File: config.mk
export PLATFORM = sky130hd
export DESIGN_NAME = multi_rate_divider
export DESIGN_NICKNAME = d
export VERILOG_FILES = /design/src/rtl/rate_div_pkg.sv /design/src/rtl/rate_div_channel.sv /design/src/rtl/multi_rate_divider.sv
export SDC_FILE = /design/constraint.sdc
export NUM_CORES = 1
export LEC_CHECK = 0
export ABC_AREA = 1
export CAP_MARGIN = 20
export CORE_ASPECT_RATIO = 2
export CORE_MARGIN = 10
export CORE_UTILIZATION = 55
export CTS_BUF_LIST = sky130_fd_sc_hd__clkbuf_4 sky130_fd_sc_hd__clkbuf_8
export DETAILED_ROUTE_END_ITERATION = 8
export PLACE_DENSITY = 0.72
export SKIP_LAST_GASP = 1
export SLEW_MARGIN = 10
export SYNTH_ARGS = -nofsm -noshare
export SYNTH_HDL_FRONTEND = slang
export SYNTH_SLANG_ARGS = --single-unit
File: constraint.sdc
create_clock -name clock -period 4.97 [get_ports clock]
set_input_delay 0.7455 -clock clock [delete_from_list [all_inputs] [get_ports clock]]
set_output_delay 0.7455 -clock clock [all_outputs]
set_load 0.005 [all_outputs]
File: src/rtl/rate_div_pkg.sv
// Shared constants and per-channel state type for the multi-rate divider.
// Channel state is held in a fixed-width container; CNT_W of the divider must not exceed RATE_DIV_CNT_W.
package rate_div_pkg;

  localparam int RATE_DIV_CNT_W = 28;
  localparam logic [RATE_DIV_CNT_W-1:0] RATE_DIV_DEFAULT_RATE = 28'd50_000_000;

  typedef struct packed {
    logic [RATE_DIV_CNT_W-1:0] cnt;
    logic [RATE_DIV_CNT_W-1:0] active;
    logic [RATE_DIV_CNT_W-1:0] shadow;
    logic                      busy;
    logic                      blink;
  } chan_state_t;

  // Channel-select width; a single channel still gets a 1-bit select.
  function automatic int rate_div_ch_w(input int num_ch);
    return (num_ch > 1) ? $clog2(num_ch) : 1;
  endfunction

endpackage

File: src/rtl/rate_div_channel.sv
// One divider channel: counter, shadow/active rate pair, registered tick and blink.
// Optional RATE_DIV_SYNC_EN adds sync_clr, which restarts the channel and commits a pending rate.
module rate_div_channel
  import rate_div_pkg::*;
#(
  parameter int                 CNT_W        = RATE_DIV_CNT_W,
  parameter logic [CNT_W-1:0]   DEFAULT_RATE = CNT_W'(RATE_DIV_DEFAULT_RATE)
)(
  input  logic             clock,
  input  logic             reset_n,
`ifdef RATE_DIV_SYNC_EN
  input  logic             sync_clr,
`endif
  input  logic             enable,
  input  logic             wr_stb,
  input  logic [CNT_W-1:0] wr_rate,
  output logic             tick,
  output logic             blink,
  output logic             busy
);

  localparam int SW = RATE_DIV_CNT_W;
  localparam logic [SW-1:0] ONE      = SW'(1);
  localparam logic [SW-1:0] RST_RATE = SW'(DEFAULT_RATE);

  chan_state_t     st_q;
  chan_state_t     st_d;
  logic            tick_q;
  logic            tick_d;
  logic            clr;
  logic [SW-1:0]   rate_ext;

`ifdef RATE_DIV_SYNC_EN
  assign clr = sync_clr;
`else
  assign clr = 1'b0;
`endif

  assign rate_ext = SW'(wr_rate);

  // Restart beats stopped-state handling beats counting; a write always lands last so
  // a value written on a commit edge stays pending for the next one.
  always_comb begin
    st_d   = st_q;
    tick_d = 1'b0;
    if (clr) begin
      st_d.cnt   = '0;
      st_d.blink = 1'b0;
      if (st_q.busy) begin
        st_d.active = st_q.shadow;
        st_d.busy   = 1'b0;
      end
    end else if (st_q.active == '0) begin
      st_d.cnt = '0;
      if (st_q.busy) begin
        st_d.active = st_q.shadow;
        st_d.busy   = 1'b0;
      end
    end else if (enable) begin
      if (st_q.cnt == st_q.active - ONE) begin
        st_d.cnt   = '0;
        st_d.blink = ~st_q.blink;
        tick_d     = 1'b1;
        if (st_q.busy) begin
          st_d.active = st_q.shadow;
          st_d.busy   = 1'b0;
        end
      end else begin
        st_d.cnt = st_q.cnt + ONE;
      end
    end
    if (wr_stb) begin
      st_d.shadow = rate_ext;
      st_d.busy   = 1'b1;
    end
  end

  always_ff @(posedge clock or negedge reset_n) begin
    if (!reset_n) begin
      st_q   <= '{cnt: '0, active: RST_RATE, shadow: RST_RATE, busy: 1'b0, blink: 1'b0};
      tick_q <= 1'b0;
    end else begin
      st_q   <= st_d;
      tick_q <= tick_d;
    end
  end

  assign tick  = tick_q;
  assign blink = st_q.blink;
  assign busy  = st_q.busy;

endmodule

File: src/rtl/multi_rate_divider.sv
// Multi-channel programmable rate divider: decodes rate writes onto NUM_CH independent channels.
// Optional RATE_DIV_SYNC_EN adds the sync_clr port that phase-aligns all channels.
module multi_rate_divider
  import rate_div_pkg::*;
#(
  parameter int               NUM_CH       = 4,
  parameter int               CNT_W        = RATE_DIV_CNT_W,
  parameter logic [CNT_W-1:0] DEFAULT_RATE = CNT_W'(RATE_DIV_DEFAULT_RATE),
  localparam int              CH_W         = rate_div_ch_w(NUM_CH)
)(
  input  logic              clock,
  input  logic              reset_n,
`ifdef RATE_DIV_SYNC_EN
  input  logic              sync_clr,
`endif
  input  logic [NUM_CH-1:0] enable,
  input  logic              wr_en,
  input  logic [CH_W-1:0]   wr_ch,
  input  logic [CNT_W-1:0]  wr_rate,
  output logic [NUM_CH-1:0] tick,
  output logic [NUM_CH-1:0] blink,
  output logic [NUM_CH-1:0] busy
);

  // A select that matches no channel (wr_ch >= NUM_CH) simply strobes nothing.
  for (genvar i = 0; i < NUM_CH; i++) begin : g_ch
    logic wr_stb;

    assign wr_stb = wr_en && (wr_ch == CH_W'(i));

    rate_div_channel #(
      .CNT_W        (CNT_W),
      .DEFAULT_RATE (DEFAULT_RATE)
    ) u_ch (
      .clock    (clock),
      .reset_n  (reset_n),
`ifdef RATE_DIV_SYNC_EN
      .sync_clr (sync_clr),
`endif
      .enable   (enable[i]),
      .wr_stb   (wr_stb),
      .wr_rate  (wr_rate),
      .tick     (tick[i]),
      .blink    (blink[i]),
      .busy     (busy[i])
    );
  end

endmodule

Word-level counts from Yosys, hierarchy flattened
Cells that the tools add are included.
{"block": "op_classes", "n_mux": 48, "multipliers": 0, "n_reduce_logical": 37, "n_shift": 0, "magnitude_cmp": 0, "bitwise": 8, "eq_ne": 7, "addsub": 8, "div": 0}
{"cell": "$mux 56", "n": 8}
{"cell": "$mux 28", "n": 12}
{"cell": "$add 28x1->28 const B", "n": 4}
{"cell": "$eq 28x28->1", "n": 4}
{"cell": "$logic_not 28->1", "n": 4}
{"cell": "$sub 28x1->28 const B", "n": 4}
{"cell": "$reduce_bool 3->1", "n": 8}
{"cell": "$mux 1", "n": 20}
{"cell": "$mux 2", "n": 8}
{"cell": "$reduce_and 2->1", "n": 8}
{"cell": "$reduce_bool 2->1", "n": 8}
{"cell": "$reduce_and 3->1", "n": 4}
{"cell": "$not 1->1", "n": 8}
{"cell": "$eq 2x2->1 const B", "n": 2}
{"cell": "$logic_and 1x1->1", "n": 4}
{"cell": "$eq 2x1->1 const B", "n": 1}
{"cell": "$logic_not 2->1", "n": 1}
{"block": "word_totals", "latchBits": 0, "romBits": 0, "regBits": 348, "in_bits": 37, "mem_count": 0, "ram_bits": 0, "elab_cells": 132}

Logic depth before layout (Yosys ltp)
{"block": "depth", "ltp_word": 6, "mapped_depth": 18}

Modules after synthesis
Synthesis repeated with hierarchy kept, for this count alone.
{"block": "unflattened", "hier_cells": 2996, "area_unflattened_um2": 21758.4}
{"module": "rate_div_channel at g_ch[0].u_ch ...", "area_each_um2": 5403.9, "cells_per_inst": 744, "instances": 3, "seq_area_each_um2": 2207.1}
{"module": "rate_div_channel at g_ch[3].u_ch", "area_each_um2": 5516.5, "cells_per_inst": 756, "instances": 1, "seq_area_each_um2": 2207.1}
{"module": "multi_rate_divider", "area_each_um2": 30.0, "cells_per_inst": 8, "instances": 1, "seq_area_each_um2": 0.0}

Worst setup path before layout
Ideal clock, no wire load.
{"block": "synth_timing", "path_type": "register to register", "startpoint": "register g_ch[3].u_ch.st_q[30] in the netlist's numbering", "endpoint": "register g_ch[3].u_ch.st_q[38] in the netlist's numbering", "slack_ps": 2706, "period_less_slack_ps": 2264, "setup_ps": 117, "required_time_ps": 4853, "arrival_time_ps": 2147, "path_stages_with_launch": 17, "cell_sequence": "dfrtp_1 > inv_1 > ha_1 > nand2_4 > nor2_8 > nand2_4 > nor2_4 > nand3_1 > nand2_1 > nand2_1 > nor3_2 > nand3_2 > nand2_4 > nand3_4 > buf_6 > nand2_1 > nand2_1"}
{"block": "synth_via", "elab_chain_len": 4}
{"element": "start: declaration", "line_no": "rate_div_channel.sv:26", "rtl": "chan_state_t st_q;"}
{"element": "start signal: assignment", "line_no": "rate_div_channel.sv:80", "rtl": "st_q <= '{cnt: '0, active: RST_RATE, shadow: RST_RATE, busy: 1'b0, blink: 1'b0};"}
{"element": "start signal: assignment", "line_no": "rate_div_channel.sv:83", "rtl": "st_q <= st_d;"}
{"element": "$sub 28x1->28", "line_no": "rate_div_channel.sv:60", "rtl": "if (st_q.cnt == st_q.active - ONE) begin"}
{"element": "$eq 28x28->1", "line_no": "rate_div_channel.sv:60"}
{"element": "$reduce_bool 2->1 (no source line)"}
{"element": "$reduce_and 2->1 (no source line)"}
Several ways; a longest one is shown, not always the timed one.
A chain may end at the register's enable or synchronous reset.

Worst setup path after layout
{"block": "layout_timing", "startpoint": "register g_ch[2].u_ch.st_q[46] in the netlist's numbering", "endpoint": "register g_ch[2].u_ch.st_q[57] in the netlist's numbering"}
{"block": "layout_via", "elab_chain_len": 4}
{"element": "start: declaration", "line_no": "rate_div_channel.sv:26"}
{"element": "start signal: assignment", "line_no": "rate_div_channel.sv:80"}
{"element": "start signal: assignment", "line_no": "rate_div_channel.sv:83"}
{"element": "$sub 28x1->28", "line_no": "rate_div_channel.sv:60"}
{"element": "$eq 28x28->1", "line_no": "rate_div_channel.sv:60"}
{"element": "$reduce_bool 2->1 (no source line)"}
{"element": "$reduce_and 2->1 (no source line)"}
Several ways; a longest one is shown, not always the timed one.

==> summary.txt <==
Clock network
  • Root Buffer: clkbuf_8
  • Max Root-Sink Buffers: 3
  • Post-CTS setup buffers: 0
  • Clock latency on the worst-skew pair: 620 ps
  • CTS tree: built
  • H-tree depth: 2
  • CTS Hold Bufs: 0
  • CTS clk-pin slew, worst paths: around 70 ps
  • Post-CTS sizing: 0
  • TritonCTS buffer count: 50
  • Sink Count: 348

Setup path
  • CP Launch Type: flop
  • RR Endpoint: g_ch[2].u_ch.st_q[57]
  • R2r startpoint: g_ch[2].u_ch.st_q[46]
  • R2r setup slk: between 1000 and 1500 ps
  • Slowest stage delay, CP: 650 ps
  • Worst Setup Path Type: flop to flop
  • Data arrival time of the worst path: 4250 ps
  • Crit-path slowest cell: nand2_2
  • Critical path buffer and inverter count: 1
  • Critical Path End Type: flop
  • Cell Chain, Critical Path: nor2_1 -> nand2_1 -> nor2_1 -> inv_1 -> nor2_2 -> nand2_1 -> o21ai_1 -> nand3_1 -> nor2_1 -> nand3_1 -> nand2_2 -> nand3_4 -> nand2_1 -> nand2_1
  • Most frequent CP cell: nand2_1
  • CP top delay family: simple AND/OR/NAND/NOR gates
  • CP required: 5470 ps
  • FF-to-FF path depth: 14
  • Critical path fanouts, max: 29

Timing
  • Worst-Margin Slew: between 1000 and 1500 ps
  • Fin crit share: 0.754
  • Final max-slew violation count: 0
  • RSZ-0062 raised after global routing: no
  • Max Clk Rate: around 0.27 GHz
  • # setup viols final: 0
  • Slew margin rel.: 0.331
  • Post-layout min period: 3740 ps
  • Hold Vio Cnt, Final: 0
  • Worst Skew: 20.4 ps
  • Post-route setup TNS: 0 ps

Synth
  • Seq/Total Area, Yosys: 0.413
  • Post-synth top flop: dfrtp_1
  • Synth Cell Area: 21,400 sq um
  • Syn avg cell area: around 7.6 sq um
  • FF+latch count, synth: approximately 350
  • Distinct cells, synth: 50
  • Synth warn: 0
  • Post-synth ARST share: 1.00
  • Net Count, Synth: between 2,000 and 3,000
  • Post-Syn Instances: around 2,800
  • Top post-synthesis cells by area: dfrtp_1 30%, nand2_1 14%, dfstp_2 12%
  • Area fraction of the dominant cell type after synthesis: 0.295
  • Synth area leader: dfrtp_1
  • Number of synthesized flops with an enable pin: 0

Floorplan
  • Die height: roughly 300 um
  • Die footprint: 47,600 sq um
  • Initial Utilization: 0.554
  • # IOs: 49
  • Core area: between 30,000 and 40,000 sq um
  • Die Span X: around 160 um
  • Row cnt: about 100

GRT
  • GRT Total Usage: 0.247
  • Largest net degree at the start of global routing: 122
  • Initial antenna violation count: 1
  • Grt total ovfl: 0
  • Vias in the first global route: 18,300
  • First-pass GRT wire length: between 90,000 and 100,000 um

Routing
  • Vias per cell: approximately 5.4
  • Drt drc: 0
  • Via count: between 15,000 and 20,000
  • DRT iter0 DRCs: 1,021
  • Drt first pass iters: 6
  • Routed len/inst: between 15 and 20 um
  • Final wirelength: just under 60,000 um
  • Post-route antenna net violation count: 0

Power and ir drop
  • Pwr dens: around 540 nW/um^2
  • VDD IR max: approximately 0.00032 V
  • Leakage power total: about 11 nW

Placed design
  • Placed cell count: about 3,300
  • IO Port Bufs: between 40 and 50
  • Post-DP HPWL: ~46,000 um
  • Routability Congestion: between 0.9 and 1

Cells and area
  • Fillers: between 3,000 and 4,000
  • Multi-input gate area: ~11,000 sq um
  • Fin cells: ~3,400
  • Most common cell after layout, fill and taps aside: nand2_1
  • Layout Utilization: 0.600
  • Storage element area: approximately 8800 sq um
  • Nets: 2,877
  • Commonest cells after routing, fill and taps aside: 815 x nand2_1, 367 x nor2_1, 252 x dfrtp_1, 231 x inv_1, 193 x nand4_1
  • Layout cells sized above 1: 0.112
  • Area grow syn2layout: 8.13%

Run status
  • Outcome: completed

Hold path
  • Hold crit path type: input port to async pin

Flow run
  • Max cap viols: 0
state kept, by name, summed over array words and instances, names as in the netlist:
| name | cells |
|---|---|
| g_ch.u_ch.st_q | 336 |
| g_ch.u_ch.blink | 4 |
| g_ch.u_ch.busy | 4 |
| g_ch.u_ch.tick | 4 |
worst max-delay path by stage:
stage | start | end | cells after the start
6_report | g_ch[2].u_ch.st_q[46] | g_ch[2].u_ch.st_q[57] | 14
3_5_place_dp | g_ch[2].u_ch.st_q[46] | g_ch[2].u_ch.st_q[57] | 14
5_1_grt | g_ch[2].u_ch.st_q[30] | g_ch[2].u_ch.st_q[35] | 15
4_1_cts | g_ch[2].u_ch.st_q[46] | g_ch[2].u_ch.st_q[57] | 14
3_3_place_gp | g_ch[2].u_ch.st_q[46] | g_ch[2].u_ch.st_q[57] | 14
2_1_floorplan | g_ch[3].u_ch.st_q[30] | g_ch[3].u_ch.st_q[38] | 16
cell type report:
class,instances,share of cell area
inverters,244,0.0396
diodes,1,0.000108
well taps,520,0.0282
clock inverters,15,0.00677
multi-input cells,2127,0.475
repair buffers,61,0.0269
clock buffers,77,0.0410
flip-flops and latches,348,0.382
stage by stage:
stage / total power [mW] / area (sq um) / hold WS [ps] / worst slack, ps
after floorplan: 8.48 / 21400 / 442 / 2710
after global placement: 9.84 / 22000 / 454 / 1330
after detailed placement: 9.93 / 22000 / 458 / 1310
after CTS: 12.5 / 23100 / 199 / 1280
after global routing: 13.5 / 23100 / 242 / 951
final: 12.4 / 23100 / 174 / 1230
cells in the mapped netlist, types with 2 or more instances:
| master | count |
|---|---|
| xnor2_1 | 58 |
| nand3_4 | 4 |
| buf_6 | 18 |
| nand2_2 | 21 |
| a21oi_1 | 16 |
| nor3b_1 | 4 |
| nand3_1 | 132 |
| nand4_1 | 193 |
| nor3_1 | 43 |
| a21o_1 | 2 |
| nor2_2 | 29 |
| nor3_2 | 6 |
| o21ai_0 | 155 |
| dfstp_2 | 96 |
| nor2_4 | 13 |
| xor3_1 | 3 |
| xor2_2 | 3 |
| nand2_1 | 815 |
| buf_2 | 21 |
| xor2_1 | 169 |
| buf_4 | 16 |
| clkbuf_1 | 54 |
| nand3_2 | 6 |
| xnor3_1 | 3 |
| and3_1 | 4 |
| nor2_1 | 367 |
| o31ai_1 | 2 |
| o21bai_1 | 6 |
| dfrtp_1 | 252 |
| and2_1 | 2 |
| nand3b_1 | 14 |
| inv_1 | 231 |
| nor2_8 | 4 |
| clkinv_1 | 2 |
| nor4_2 | 2 |
| ha_1 | 8 |
| o21ai_1 | 5 |
| nand2_4 | 8 |
| or2_2 | 9 |
| inv_2 | 11 |
| nor4_1 | 14 |
metal layers:
metal	global-route usage	vias to the layer above	share of wire
li1	-	9085	-
met3	0.0275	166	0.038
met5	0	-	0
met4	0.146	0	0.061
met1	0.276	8697	0.38
met2	0.443	457	0.52
power breakdown:
| group | internal, mW | total (mW) | switching, mW | leakage (nW) |
|---|---|---|---|---|
| combinational | 1.97 | 5.69 | 3.72 | 6.23 |
| sequential | 3.52 | 4.24 | 0.716 | 4.33 |
| clock | 1.38 | 2.52 | 1.15 | 0.593 |
cells by family (layout without fill, tap and decap cells):
family	Yosys count	after routing	share of synthesized area
buffers and inverters	355	397	0.0732
flip-flops	348	348	0.413
adder cells (fa/ha/maj)	8	8	0.00468
other	0	1	0
AO/OA/AOI/OAI	189	189	0.0458
XOR/XNOR	236	236	0.102
AND/OR/NAND/NOR	1694	1694	0.361
Power figures use the tool's default switching activity.
